File: src/rtl/data_mem_arbiter.sv
// Shares the single Memory data port between the CPU and a DMA master.
// The CPU has priority; a starvation counter forces DMA slots and a bounded lock supports read-modify-write.
module data_mem_arbiter #(
    parameter int STARVE_MAX = 8,
    parameter int LOCK_MAX   = 4
) (
    input  logic        clock,
    input  logic        reset,
    input  logic        cpu_req,
    input  logic        cpu_we,
    input  logic [14:0] cpu_addr,
    input  logic [15:0] cpu_wdata,
    output logic [15:0] cpu_rdata,
    output logic        cpu_gnt,
    output logic        cpu_stall,
    input  logic        dma_req,
    input  logic        dma_we,
    input  logic        dma_lock,
    input  logic [14:0] dma_addr,
    input  logic [15:0] dma_wdata,
    output logic [15:0] dma_rdata,
    output logic        dma_gnt,
    output logic [14:0] mem_addr,
    output logic [15:0] mem_in,
    output logic        mem_load,
    input  logic [15:0] mem_out,
    output logic [15:0] stall_count
);

    typedef enum logic {
        OPEN   = 1'b0,
        LOCKED = 1'b1
    } state_t;

    localparam logic [7:0] STARVE_LIM = 8'(STARVE_MAX);
    localparam logic [7:0] LOCK_LAST  = 8'(LOCK_MAX - 1);
    localparam logic       LOCK_EN    = (LOCK_MAX > 1);

    state_t      st_q, st_d;
    logic [7:0]  starve_cnt_q, starve_cnt_d;
    logic [7:0]  lock_cnt_q, lock_cnt_d;
    logic [15:0] stall_count_q, stall_count_d;

    // Reset is active-low here: while it is low nobody owns the port.
    always_comb begin
        cpu_gnt = 1'b0;
        dma_gnt = 1'b0;
        if (reset) begin
            if (st_q == LOCKED && dma_req) begin
                dma_gnt = 1'b1;
            end else if (dma_req && starve_cnt_q >= STARVE_LIM) begin
                dma_gnt = 1'b1;
            end else if (cpu_req) begin
                cpu_gnt = 1'b1;
            end else if (dma_req) begin
                dma_gnt = 1'b1;
            end
        end
    end

    always_comb begin
        mem_addr  = cpu_addr;
        mem_in    = cpu_wdata;
        mem_load  = cpu_gnt & cpu_we;
        if (dma_gnt) begin
            mem_addr = dma_addr;
            mem_in   = dma_wdata;
            mem_load = dma_we;
        end
        cpu_stall = reset & cpu_req & ~cpu_gnt;
    end

    assign cpu_rdata   = mem_out;
    assign dma_rdata   = mem_out;
    assign stall_count = stall_count_q;

    always_comb begin
        starve_cnt_d  = starve_cnt_q;
        st_d          = st_q;
        lock_cnt_d    = lock_cnt_q;
        stall_count_d = stall_count_q;

        if (dma_gnt) begin
            starve_cnt_d = 8'd0;
        end else if (dma_req) begin
            starve_cnt_d = (starve_cnt_q >= STARVE_LIM) ? STARVE_LIM : starve_cnt_q + 8'd1;
        end else begin
            starve_cnt_d = 8'd0;
        end

        // Lock length counts granted cycles; the last allowed one returns to OPEN.
        case (st_q)
            OPEN: begin
                if (dma_gnt && dma_lock && LOCK_EN) begin
                    st_d       = LOCKED;
                    lock_cnt_d = 8'd1;
                end
            end
            LOCKED: begin
                if (dma_gnt && dma_lock && lock_cnt_q < LOCK_LAST) begin
                    lock_cnt_d = lock_cnt_q + 8'd1;
                end else begin
                    st_d       = OPEN;
                    lock_cnt_d = 8'd0;
                end
            end
            default: begin
                st_d       = OPEN;
                lock_cnt_d = 8'd0;
            end
        endcase

        if (cpu_stall && stall_count_q != 16'hFFFF) begin
            stall_count_d = stall_count_q + 16'd1;
        end
    end

    always_ff @(posedge clock) begin
        if (!reset) begin
            st_q          <= OPEN;
            starve_cnt_q  <= 8'd0;
            lock_cnt_q    <= 8'd0;
            stall_count_q <= 16'd0;
        end else begin
            st_q          <= st_d;
            starve_cnt_q  <= starve_cnt_d;
            lock_cnt_q    <= lock_cnt_d;
            stall_count_q <= stall_count_d;
        end
    end

endmodule

File: config.mk
export PLATFORM = sky130hd
export DESIGN_NAME = data_mem_arbiter
export DESIGN_NICKNAME = d
export VERILOG_FILES = /design/src/rtl/data_mem_arbiter.sv
export SDC_FILE = /design/constraint.sdc
export NUM_CORES = 1
export LEC_CHECK = 0
export BUFFER_PORTS_ARGS = -buffer_cell sky130_fd_sc_hd__buf_2
export CORE_MARGIN = 2
export CORE_UTILIZATION = 40
export DETAILED_ROUTE_END_ITERATION = 7
export PLACE_DENSITY = 0.81
export SETUP_SLACK_MARGIN = 0.02
export SYNTH_ARGS = -nofsm -noshare
export SYNTH_HDL_FRONTEND = slang
export SYNTH_SLANG_ARGS = --single-unit
File: constraint.sdc
create_clock -name clock -period 2.2 [get_ports clock]
set_input_delay 0.44 -clock clock [delete_from_list [all_inputs] [get_ports clock]]
set_output_delay 0.44 -clock clock [all_outputs]
set_load 0.005 [all_outputs]
Word-level counts from Yosys, hierarchy flattened
Index checks and enable logic that the tools add are counted.
{"block": "totals", "in_bits": 85, "out_inout_bits": 83, "ff_bits": 33, "wordCells": 45}
{"block": "classes", "n_reduce_logical": 7, "addsub": 3, "eq_ne": 2, "muxes": 19, "magnitude_cmp": 2, "bitwise": 7}
{"cell": "16-bit by 1-bit adder with 16-bit output (second input constant)", "count": 1}
{"cell": "8-bit by 1-bit adder with 8-bit output (second input constant)", "count": 2}
{"cell": "16-bit two-way mux", "count": 1}
{"cell": "8-bit two-way mux", "count": 2}
{"cell": "16-bit != test (second input constant)", "count": 1}
{"cell": "8-bit case mux with 2 select lines", "count": 1}
{"cell": "15-bit two-way mux", "count": 1}
{"cell": "1-bit two-way mux", "count": 12}
{"cell": "8-bit by 4-bit >= comparator with 1-bit output (second input constant)", "count": 1}
{"cell": "8-bit by 2-bit less-than comparator with 1-bit output (second input constant)", "count": 1}
{"cell": "1-bit logical AND", "count": 5}
{"cell": "4-bit two-way mux", "count": 1}
{"cell": "1-bit inverter", "count": 4}
{"cell": "4-bit OR reduction", "count": 1}
{"cell": "1-bit AND", "count": 3}
{"cell": "3-bit OR reduction", "count": 1}
{"cell": "2-bit != test (second input constant)", "count": 1}
{"cell": "1-bit case mux with 2 select lines", "count": 1}

Depth between registers and ports, before layout
{"block": "logic_depth", "word_depth": 9, "ltp_mapped": 6}

Least setup slack after synthesis
Ideal clock, no wire load.
{"block": "synth_path", "path_kind": "flip-flop to output port", "start": "reg st_q", "end": "out mem_addr[0]", "slack_ns": 0.326, "t_arrival_ns": 1.434, "required_time_ns": 1.760, "path_buffers": 1, "path_stages_with_launch": 5, "path_cell_list": "dfxtp_1 -> nor4_4 -> a31oi_4 -> buf_2 -> mux2_2"}
{"block": "synth_between", "elab_chain_cells": 4}
{"element": "start, declared", "line_no": "39", "text": "state_t st_q, st_d;"}
{"element": "start signal, assigned", "line_no": "125", "text": "st_q <= st_d;"}
{"element": "1-bit logical AND", "line_no": "49", "text": "if (st_q == LOCKED && dma_req) begin"}
{"element": "1-bit two-way mux", "line_no": "49"}
{"element": "1-bit two-way mux", "line_no": "48", "text": "if (reset) begin"}
{"element": "15-bit two-way mux", "line_no": "65", "text": "if (dma_gnt) begin"}
{"element": "end, declared", "line_no": "23", "text": "output logic [14:0] mem_addr,"}
No other way between the ends.

Worst setup path after layout
{"block": "layout_path", "start": "reg starve_cnt_q[3]", "end": "out mem_addr[8]"}
{"block": "layout_between", "elab_chain_cells": 6}
{"element": "start, declared", "line_no": "40", "text": "logic [7:0] starve_cnt_q, starve_cnt_d;"}
{"element": "start signal, assigned", "line_no": "126", "text": "starve_cnt_q <= starve_cnt_d;"}
{"element": "8-bit by 4-bit >= comparator with 1-bit output", "line_no": "51", "text": "end else if (dma_req && starve_cnt_q >= STARVE_LIM) begin"}
{"element": "1-bit logical AND", "line_no": "51"}
{"element": "1-bit two-way mux", "line_no": "51"}
{"element": "1-bit two-way mux", "line_no": "49"}
{"element": "1-bit two-way mux", "line_no": "48"}
{"element": "15-bit two-way mux", "line_no": "65"}
No other way between the ends.

==> flow_summary.toml <==
[timing]
rsz0062_at_grt = "yes"
fin_crit_sh = 0.9988
finalSetupViolCount = 0
layout_min_cycle_time_ps = 2197
finalClockSkew_ps = 5.503
hold_viol_final = 0
clock.fmax_ghz = 0.4551
slew_violations = 0

[floorplan]
core_um2 = 5172
initial_core_util = 0.4190
fp.dieArea_um2 = 6023
die_h_um = 77.61
rows = 26
fp.dieW_um = 77.61
num_io_pins = 168

[synthesis]
synth_warnings = 0
synthDominantCellAreaShare = 0.3048
ys.flop_type = "dfxtp_1"
synth_area_per_cell_um2 = 9.422
ys_types = 45
synthArstFlopShare = 0
synth_edf_count = 0
synthCells = 230
ys_seq_area_frac = 0.3048
synth_area_um2 = 2167
yosys-top-cells-area = "dfxtp_1, mux2_2, buf_4"
synth_area_leader_cell = "dfxtp_1"
yosys_register_bits = 33

[clock_tree]
root_buffer = "clkbuf_8"
cts_buffers = 5
clk_pin_slew_ps = 70
clkLatencyLatePin_ps = 290
clockBufferDepth = 2
cts.sinks = 33
htreeDepth = 2
cts_tree = "built"
cts-hold-fix-buffers = 0

[layout]
post-route-util = 0.5331
diodes = 0
final_cell_mix = "buf_2, mux2_2, dfxtp_1"
fin_area_um2 = 2758
fill_cells = 477
layout-drive-gt1-share = 0.5640
layout_commonest_cell = "buf_2"
nets = 416
area_growth_pct = 27.25

[setup_path]
worst-path-max-fanout = 37
start_kind = "register"
crit_path_end_kind = "output port"
rrSetupSlack_ps = 270
arrival_ps = 1760
rr_worst_depth = 5
cp.required_ps = 1760
r2r-start = "stall_count[0]"
critPathKind = "reg -> out"
reg2reg_to = "stall_count[7]"

[flow_run]
drv_cap = 0

[route]
viasPerCell = 5.106
first_pass_iters = 4
drtIter0Drc = 51
ant_nets = 0
drc = 0
wire_per_inst_um = 15.75
vias = 2032
drt_wl_total_um = 6270

[hold_path]
worstHoldPathCells = 2
hold_path_end = "lock_cnt_q[5]"
min_path_type = "reg -> reg"
min_from = "lock_cnt_q[5]"

[placement]
postPlaceCellArea_um2 = 2605
io_buffer_count = 119
dp_hpwl_um = 5004
gp_congestion = 0.7949

[power]
peakVddDrop_mv = 0.3721
netSwitchingFraction = 0.2633
p_leak_nw = 1.217
total_power_mw = 1.316
p_int_uw = 969.5
power_frac_seq = 0.466
clockPowerShare = 0.336
combinationalPowerShare = 0.197
powerDensity_nw_per_um2 = 477.3
power.net_switching_uw = 346.6

[global_routing]
antenna_found_initial = 0
overflow = 0
grt_first_pass_wirelength_um = 9459
grt_usage = 0.1985
grt_pass1_vias = 1947
grt_max_degree = 38

[status]
status = "finished clean"
## per-layer routing
| metal | track usage | share of wire |
|---|---|---|
| met5 | 0 | 0 |
| met4 | 0.06429 | 0.0091 |
| met3 | 0.05233 | 0.081 |
| met2 | 0.3578 | 0.51 |
| met1 | 0.2258 | 0.40 |
## kinds of logic (layout without fill, tap and decap cells)
family | count (synthesis) | after routing | share of synthesized area
buffers and inverters | 47 | 142 | 0.1466
XOR/XNOR | 1 | 1 | 0.004042
AO/OA/AOI/OAI | 30 | 30 | 0.1022
flip-flops | 33 | 33 | 0.3048
multiplexers | 39 | 39 | 0.1980
other | 1 | 4 | 0.001730
adder cells (fa/ha/maj) | 4 | 4 | 0.02310
AND/OR/NAND/NOR | 75 | 75 | 0.2194
## worst max path at each step
stage | endpoint | from | cells past startpoint
2_1_floorplan | mem_addr[0] | st_q | 4
3_3_place_gp | mem_addr[8] | dma_req | 6
3_5_place_dp | mem_addr[8] | dma_req | 6
4_1_cts | mem_addr[8] | st_q | 5
5_1_grt | mem_load | starve_cnt_q[6] | 5
6_report | mem_addr[8] | starve_cnt_q[3] | 5
## through the flow
stage / std cells / TNS, ps / worst slack [ps] / hold WS (ps)
2_1_floorplan: 233 / 0 / 325.6 / 411.7
4_1_cts: 395 / -321.0 / -47.18 / 441.0
5_1_grt: 398 / -851.2 / -78.28 / 450.6
3_5_place_dp: 385 / 0 / 177.7 / 432.7
6_report: 398 / 0 / 2.592 / 438.9
3_3_place_gp: 385 / 0 / 199.0 / 428.9
## layout make-up
| cell class | instances | area, um^2 | share of cell area |
|---|---|---|---|
| clock buffers | 5 | 68.82 | 0.02495 |
| clock inverters | 3 | 17.52 | 0.006352 |
| inverters | 7 | 26.28 | 0.009528 |
| multi-input cells | 153 | 1216 | 0.4410 |
| flip-flops and latches | 33 | 666.9 | 0.2418 |
| well taps | 70 | 87.58 | 0.03176 |
| repair buffers | 127 | 674.4 | 0.2446 |
## cell usage after synthesis, drive strengths merged, types with 2 or more instances
library cell	n
nand4	4
and2	6
nor4b	3
dfxtp	33
nor4	6
o31ai	5
o21ai	5
or4	5
clkbuf	4
nor2	7
nand3	8
a21oi	11
a31oi	4
nand3b	2
nand2b	8
and3	3
buf	36
nand2	14
ha	4
and4	5
mux2	31
mux2i	8
inv	6
## flip-flops by register name, summed over array words and instances, names as in the netlist
signal	flops
lock_cnt_q	8
stall_count	16
st_q	1
starve_cnt_q	8
## worst max-delay path: stages, from the launching register on
cell,delay (ps)
dfxtp_2,340
nor4_4,340
a31oi_4,130
buf_12,190
mux2_2,320
buf_2,140
## power by group through the flow
stage          registers [mW]  clock network [mW]  logic [mW]
2_1_floorplan           0.626                   0       0.160
3_3_place_gp            0.627                   0       0.246
3_5_place_dp            0.628                   0       0.248
4_1_cts                 0.614               0.459       0.256
5_1_grt                 0.615               0.481       0.281
6_report                0.614               0.442       0.260
## timing repair
item | in CTS | in global routing
buffers inserted | 2 | 3
pin swaps | 3 | 2
setup endpoints to repair | 33 | 33
gates cloned | 0 | 0
gates resized for setup | 6 | 4
(Power assumes the default switching activity.)
